===== config.mk =====
export PLATFORM = sky130hd
export DESIGN_NAME = sram_port_arbiter
export DESIGN_NICKNAME = d
export VERILOG_FILES = /design/src/rtl/calculator_pkg.sv /design/src/rtl/rr_lock_arb.sv /design/src/rtl/sram_port_arbiter.sv
export SDC_FILE = /design/constraint.sdc
export NUM_CORES = 1
export LEC_CHECK = 0
export ABC_AREA = 0
export CORE_AREA = 4 4 142 144
export CTS_BUF_LIST = sky130_fd_sc_hd__clkbuf_2 sky130_fd_sc_hd__clkbuf_4 sky130_fd_sc_hd__clkbuf_8
export DETAILED_ROUTE_END_ITERATION = 8
export DIE_AREA = 0 0 146 148
export PLACE_DENSITY = 0.52
export REMOVE_ABC_BUFFERS = 1
export SYNTH_ARGS = -nofsm -noshare
export SYNTH_HDL_FRONTEND = slang
export SYNTH_SLANG_ARGS = --single-unit
export TNS_END_PERCENT = 30

===== constraint.sdc =====
create_clock -name clk_i -period 5.6 [get_ports clk_i]
set_clock_uncertainty 0.15 [all_clocks]
set_input_delay 1.12 -clock clk_i [delete_from_list [all_inputs] [get_ports clk_i]]
set_output_delay 1.12 -clock clk_i [all_outputs]
set_load 0.01 [all_outputs]

===== src/rtl/calculator_pkg.sv =====
// Shared calculator definitions: memory geometry, requester count and the
// per-requester memory request bundle used by the SRAM port arbiter.
package calculator_pkg;

  localparam int ADDR_W           = 9;
  localparam int MEM_WORD_SIZE    = 64;
  localparam int NUM_REQ          = 2;
  localparam int LOCK_MAX_DEFAULT = 16;

  typedef struct packed {
    logic                     req;
    logic                     we;
    logic                     lock;
    logic [ADDR_W-1:0]        addr;
    logic [MEM_WORD_SIZE-1:0] wdata;
  } mem_req_t;

endpackage


===== src/rtl/rr_lock_arb.sv =====
// Two-input round-robin arbiter with a bounded burst lock, one per SRAM channel.
//   clk_i, rst_i : clock, async active-low reset
//   cand_i       : candidates on this channel
//   lock_i       : per-requester lock request
//   hold_i       : caller withheld this cycle's grant; no pointer/lock update
//   gnt_o        : tentative one-hot grant (before any hold by the caller)
//   gnt_id_o     : index of the tentative winner
module rr_lock_arb
  import calculator_pkg::*;
#(
  parameter int LOCK_MAX = LOCK_MAX_DEFAULT
) (
  input  logic       clk_i,
  input  logic       rst_i,
  input  logic [1:0] cand_i,
  input  logic [1:0] lock_i,
  input  logic       hold_i,
  output logic [1:0] gnt_o,
  output logic       gnt_id_o
);

  localparam int CNT_W = $clog2(LOCK_MAX + 1);

  logic             last_q, last_d;
  logic             prev_q, prev_d;   // a grant was issued last cycle
  logic [CNT_W-1:0] cnt_q, cnt_d;     // consecutive grants held against a waiter
  logic             keep;
  logic             gid;
  logic             any;

  always_ff @(posedge clk_i or negedge rst_i) begin
    if (!rst_i) begin
      last_q <= 1'b1;
      prev_q <= 1'b0;
      cnt_q  <= '0;
    end else begin
      last_q <= last_d;
      prev_q <= prev_d;
      cnt_q  <= cnt_d;
    end
  end

  always_comb begin
    any  = |cand_i;
    // Holder keeps the channel unless it has used up its burst while the other waits.
    keep = prev_q && cand_i[last_q] && lock_i[last_q] &&
           !(cand_i[~last_q] && (cnt_q >= CNT_W'(LOCK_MAX)));
    if (keep)          gid = last_q;
    else if (&cand_i)  gid = ~last_q;
    else               gid = cand_i[1];
    gnt_o    = 2'b00;
    gnt_o[0] = any && !gid;
    gnt_o[1] = any && gid;
    gnt_id_o = gid;
  end

  always_comb begin
    last_d = last_q;
    prev_d = 1'b0;
    cnt_d  = '0;
    if (any && !hold_i) begin
      last_d = gid;
      prev_d = 1'b1;
      // The first grant of a run counts as one; runs only accrue while the other waits.
      if (lock_i[gid] && cand_i[~gid])
        cnt_d = (prev_q && (gid == last_q)) ? cnt_q + CNT_W'(1) : CNT_W'(1);
    end
  end

endmodule


===== src/rtl/sram_port_arbiter.sv =====
// Shares the two-macro calculator SRAM (write port 0, read port 1) between the
// calculator controller (requester 0) and the host/debug loader (requester 1).
//   clk_i, rst_i            : clock, async active-low reset
//   req_i/we_i/lock_i       : per-requester request, write select, burst lock
//   addr_i/wdata_i          : per-requester word address and write data
//   gnt_o                   : combinational accept per requester
//   rvalid_o/rdata_o        : read response, one cycle after read grant
//   mem_write_o/_w_addr/_w_data : SRAM write port
//   mem_read_o/_r_addr, mem_r_data_i : SRAM read port
module sram_port_arbiter #(
  parameter int ADDR_W   = calculator_pkg::ADDR_W,
  parameter int DATA_W   = calculator_pkg::MEM_WORD_SIZE,
  parameter int LOCK_MAX = calculator_pkg::LOCK_MAX_DEFAULT
) (
  input  logic                   clk_i,
  input  logic                   rst_i,
  input  logic [1:0]             req_i,
  input  logic [1:0]             we_i,
  input  logic [1:0]             lock_i,
  input  logic [1:0][ADDR_W-1:0] addr_i,
  input  logic [1:0][DATA_W-1:0] wdata_i,
  output logic [1:0]             gnt_o,
  output logic [1:0]             rvalid_o,
  output logic [DATA_W-1:0]      rdata_o,
  output logic                   mem_write_o,
  output logic [ADDR_W-1:0]      mem_w_addr_o,
  output logic [DATA_W-1:0]      mem_w_data_o,
  output logic                   mem_read_o,
  output logic [ADDR_W-1:0]      mem_r_addr_o,
  input  logic [DATA_W-1:0]      mem_r_data_i
);

  logic [1:0] w_cand, r_cand;
  logic [1:0] w_win, r_win, r_gnt;
  logic       w_id, r_id;
  logic       hazard;
  logic       rvld_q, rvld_d;
  logic       rown_q, rown_d;

  assign w_cand = req_i & we_i;
  assign r_cand = req_i & ~we_i;

  rr_lock_arb #(.LOCK_MAX(LOCK_MAX)) u_w_arb (
    .clk_i    (clk_i),
    .rst_i    (rst_i),
    .cand_i   (w_cand),
    .lock_i   (lock_i),
    .hold_i   (1'b0),
    .gnt_o    (w_win),
    .gnt_id_o (w_id)
  );

  rr_lock_arb #(.LOCK_MAX(LOCK_MAX)) u_r_arb (
    .clk_i    (clk_i),
    .rst_i    (rst_i),
    .cand_i   (r_cand),
    .lock_i   (lock_i),
    .hold_i   (hazard),
    .gnt_o    (r_win),
    .gnt_id_o (r_id)
  );

  // A read racing a write to the same word from the other requester waits a cycle
  // so it observes the new data.
  assign hazard = (|w_win) && (|r_win) && (w_id != r_id) && (addr_i[w_id] == addr_i[r_id]);
  assign r_gnt  = hazard ? 2'b00 : r_win;

  // Strobes and grants are forced low while reset is held, independent of inputs.
  assign gnt_o        = {2{rst_i}} & (w_win | r_gnt);
  assign mem_write_o  = rst_i & (|w_win);
  assign mem_w_addr_o = mem_write_o ? addr_i[w_id]  : '0;
  assign mem_w_data_o = mem_write_o ? wdata_i[w_id] : '0;
  assign mem_read_o   = rst_i & (|r_gnt);
  assign mem_r_addr_o = mem_read_o ? addr_i[r_id] : '0;
  assign rdata_o      = mem_r_data_i;

  always_comb begin
    rvld_d = |r_gnt;
    rown_d = r_id;
  end

  always_ff @(posedge clk_i or negedge rst_i) begin
    if (!rst_i) begin
      rvld_q <= 1'b0;
      rown_q <= 1'b0;
    end else begin
      rvld_q <= rvld_d;
      rown_q <= rown_d;
    end
  end

  always_comb begin
    rvalid_o = 2'b00;
    if (rvld_q) rvalid_o[rown_q] = 1'b1;
  end

endmodule

# Yosys cells after proc, flatten, opt, wreduce, memory -nomap -nowiden
# Cells that the tools add are included.
[word_totals] wordCells=115 register_bits=16 inputBits=218 output_inout_bits=152
[classes] order_cmp=12 eq_ne=4 mux=45 n_bitwise=11 add_sub_neg=2 reduce_logical=33
[ops] cell="$mux W64" n=3
[ops] cell="$mux W9" n=6
[ops] cell="$mux W5" n=6
[ops] cell="$mux W1" n=27
[ops] cell="$logic_and A1 B1 Y1" n=21
[ops] cell="$lt A1 B2 Y1 const B" n=9
[ops] cell="$add A5 B1 Y5 const B" n=2
[ops] cell="$ge A5 B5 Y1 const B" n=2
[ops] cell="$reduce_or A2 Y1" n=5
[ops] cell="$eq A9 B9 Y1" n=1
[ops] cell="$and A2 B2 Y2" n=3
[ops] cell="$logic_not A1 Y1" n=5
[ops] cell="$mux W2" n=2
[ops] cell="$not A1 Y1" n=4
[ops] cell="$reduce_and A2 Y1" n=2
[ops] cell="$and A1 B1 Y1" n=2
[ops] cell="$eq A1 B1 Y1" n=2
[ops] cell="$not A2 Y2" n=1
[ops] cell="$or A2 B2 Y2" n=1
[ops] cell="$demux W1 S1" n=1
[ops] cell="$ge A1 B1 Y1 const B" n=1
[ops] cell="$ne A1 B1 Y1" n=1

# Logic depth before layout (Yosys ltp)
[depth] depth_word=18 mapped_depth=7 ltp_nobuf=5

# Modules after synthesis
# Synthesis repeated with hierarchy kept, for this count alone.
[unflattened] hier_cells=383 area_unflattened_um2=3014.1
[by_module_without_submodules] mod="sram_port_arbiter" cells_per_inst=297 area_each_um2=2120.8 seq_area_each_um2=50.0 n_inst=1
[by_module_without_submodules] mod="rr_lock_arb" cells_per_inst=43 area_each_um2=446.7 seq_area_each_um2=176.4 n_inst=2

# Worst setup path after synthesis
# Ideal clock, no wire load.
[synth_path] path_type="input to output" start="input lock_i[1]" end="output mem_w_data_o[10]" path_stages=7 required_ps=4330 slack_ps=2171 arrival_ps=2159 path_cell_list="and3b_1 -> o22ai_2 -> a21o_1 -> buf_6 -> buf_6 -> nand2_1 -> a21oi_1"
[synth_via] elab_chain_len=10
[synth_rtl] item="start: declaration" line_no="sram_port_arbiter.sv:19" rtl="input logic [1:0] lock_i,"
[synth_rtl] item="$mux W1 (implied by the code) (*) (2 in series)" line_no="rr_lock_arb.sv:46" rtl="keep = prev_q && cand_i[last_q] && lock_i[last_q] &&"
[synth_rtl] item="$logic_and A1 B1 Y1 (*) (2 in series)" line_no="rr_lock_arb.sv:46"
[synth_rtl] item="$mux W1 (*)" line_no="rr_lock_arb.sv:48" rtl="if (keep) gid = last_q;"
[synth_rtl] item="$logic_not A1 Y1" line_no="rr_lock_arb.sv:52" rtl="gnt_o[0] = any && !gid;"
[synth_rtl] item="$logic_and A1 B1 Y1" line_no="rr_lock_arb.sv:52"
[synth_rtl] item="$reduce_or A2 Y1" line_no="sram_port_arbiter.sv:70" rtl="assign mem_write_o = rst_i & (|w_win);"
[synth_rtl] item="$and A1 B1 Y1" line_no="sram_port_arbiter.sv:70"
[synth_rtl] item="$mux W64 (*)" line_no="sram_port_arbiter.sv:72" rtl="assign mem_w_data_o = mem_write_o ? wdata_i[w_id] : '0;"
[synth_rtl] item="end: declaration" line_no="sram_port_arbiter.sv:27" rtl="output logic [DATA_W-1:0] mem_w_data_o,"
# Mark *: on every way between the ends. The rest lies on a longest branch, timed or not. The select of a mux whose other input is x is not followed.

# Final worst setup path
[layout_path] start="input lock_i[1]" end="output mem_w_data_o[8]"
# The elaborated chain is that of the path after synthesis.

==> results.yml <==
detailed_routing:
  dr.pass1.iters: 4
  drt.antenna.violating_nets: 0
  drt_iter0_markers: 169
  avgRoutedWirePerCell_um: 22.37
  avgViaCountPerCell: 4.319
  num_vias: 3615
  wirelength_um: 18730
  drc: 0
place:
  hpwlAfterDp_um: 15140
  dp_slack_ns: 0.7146
  placed_area_um2: 4888
  place.gp.congestion: 0.7834
  port_buffers: 241
clocking:
  post_cts_buffers: 0
  root_buffer: "clkbuf_8"
  cts-resized-gates: 0
  clk_path_buf_depth: 2
  clk_pin_slew_ns: 0.06
  cts_sinks: 16
  cts_buffers: 3
  hold_buffers: 0
  tritoncts: "yes"
  clock_latency_ns: 0.24
  htreeDepth: 1
synth:
  synth_cells: 442
  ys_seq_area_frac: 0.1469
  async_flop_share: 1.000
  postSynthAreaPerCell_um2: 6.205
  synth-edff-count: 0
  synthDistinctLibCells: 40
  synth-main-ff-cell: "dfrtp_1"
  syn-cell-area_um2: 2743
  synth_warnings: 0
  ys_ff_latch: 16
  yosysTopAreaCellShare: 0.2080
  yosysTopAreaCell: "nand2_1"
  synthTopCellsByArea: "nand2_1 (21%), buf_4 (18%), a21oi_1 (15%), dfrtp_1 (13%), xor2_1 (3.8%)"
global_routing:
  grt_pass1_vias: 3722
  grt_use_total: 0.1619
  grt_antenna_before_repair: 1
  use_met3: 0.1410
  grt_pass1_wl_um: 25990
  grt.overflow.total: 0
  grt_util_met1: 0.2014
  grt_use_met2: 0.2142
  grt_start_max_net_pins: 75
  grt.busiest_layer: "met2"
finish:
  fin_area_um2: 4937
  nets: 824
  ff_latch_area_um2: 402.9
  fillers: 2073
  diodes: 0
  area_growth_pct: 80.02
  layout_common_cells: "clkdlybuf4s50_1 (241), nand2_1 (151), a21oi_1 (80)"
  final_common_cell: "clkdlybuf4s50_1"
  drive_above_1_share: 0.02985
  multi_input_area_um2: 1672
timing:
  tns_ns: 0
  max_slew_margin: 0.7170
  worstMarginPinSlew_ns: 0.4206
  fmax_mhz: 208.2
  finalCritPeriodShare: 0.8576
  rsz0062_at_grt: "false"
  worst_slack_ns: 0.7975
  setup_violations: 0
  min_period_ns: 4.803
  hold_viol: 0
  drv_slew: 0
floorplan:
  die_area_um2: 21610
  core.rowCount: 50
  start_util: 0.1466
  die_y_um: 148
  io-pin-count: 370
  core_um2: 18710
  fp.dieW_um: 146
worst_setup_path:
  critPathKind: "primary input to primary output"
  worst-r2r-cell-count: 5
  critPathArrivalTime_ns: 3.53
  startpoint_type: "primary input"
  cp.required_ns: 4.33
  worstSetupEndpointType: "primary output"
  worstPathMaxFanout: 74
hold_path:
  hold_class: "register to register"
  min_delay_path_depth: 1
power:
  p_per_area_nw_per_um2: 113.1
  leakage_nw: 1.964
  peakVddDrop_v: 0.00007094
run:
  drv_cap: 0
status:
  outcome: "finished, final reports clean"
==> cell type report <==
| cell class | count | share of cell area |
|---|---|---|
| Timing Repair Buffer | 246 | 0.5038 |
| Multi-Input combinational cell | 328 | 0.3386 |
| Sequential cell | 16 | 0.08160 |
| Tap cell | 234 | 0.05930 |
| Clock buffer | 4 | 0.009883 |
| Inverter | 9 | 0.006842 |
==> sequential cells by signal, summed over array words and instances, names as in the netlist <==
name            cells
u_w_arb.cnt_q       5
u_r_arb.prev_q      1
u_w_arb.prev_q      1
rvld_q              1
u_w_arb.last_q      1
rown_q              1
u_r_arb.cnt_q       5
u_r_arb.last_q      1
==> logic make-up after synthesis <==
group,synth area share
buf+inv,0.2477
compound gates,0.2217
mux,0.03285
flops,0.1469
simple gates,0.2906
xor+xnor,0.05109
fa+ha+maj,0.009123
==> path summary, 6_finish.rpt <==
| kind | start | to | slack [ns] |
|---|---|---|---|
| worst max-delay path | lock_i[1] | mem_w_data_o[8] | 0.80 |
| worst min-delay path | u_r_arb.cnt_q[0] | u_r_arb.cnt_q[0] | 0.33 |
| worst max register to register | u_w_arb.last_q | u_w_arb.last_q | 3.80 |
| worst min register to register | u_r_arb.cnt_q[0] | u_r_arb.cnt_q[0] | 0.33 |
| max in group asynchronous | rst_i | u_w_arb.last_q | 3.85 |
| min in group asynchronous | rst_i | rvld_q | 1.19 |
==> where the power goes <==
group / internal (W) / switching [W]
sequential: 0.000122 / 0.00000514
combinational: 0.000191 / 0.000147
clock: 0.0000552 / 0.0000381
==> synth_stat cells (6+ instances only) <==
cell,number
a21oi_1,80
buf_4,66
clkbuf_1,6
mux2i_1,9
inv_1,9
buf_6,7
xor2_1,12
nand2_1,152
dfrtp_1,14
o21ai_0,10
nor2_1,18
buf_2,9
==> layer usage <==
metal | routed length [um] | vias up
met2 | 7019 | 292
li1 | - | 1698
met3 | 3405 | 14
met1 | 8054 | 1603
met5 | 197 | -
met4 | 47 | 8
==> through the flow <==
| stage | hold WS (ns) | power, W | std cells | utilization |
|---|---|---|---|---|
| after floorplan | 0.2962 | 0.0002434 | 353 | - |
| after global placement | 0.3258 | 0.0004718 | 833 | 0.2613 |
| after detailed placement | 0.3256 | 0.0004696 | 833 | 0.2613 |
| after CTS | 0.3363 | 0.0005671 | 837 | 0.2639 |
| after global routing | 0.3842 | 0.0005978 | 837 | 0.2639 |
| final | 0.3326 | 0.0005586 | 837 | 0.2639 |
==> critical path, stage by stage <==
cell	delay, ns
clkdlybuf4s50_1	0.51
and3b_1	0.23
o22ai_2	0.23
a21o_2	0.20
buf_12	0.29
nand2_1	0.09
a21oi_1	0.24
clkdlybuf4s50_1	0.62
Note: power is estimated with default switching activity, not from simulation.
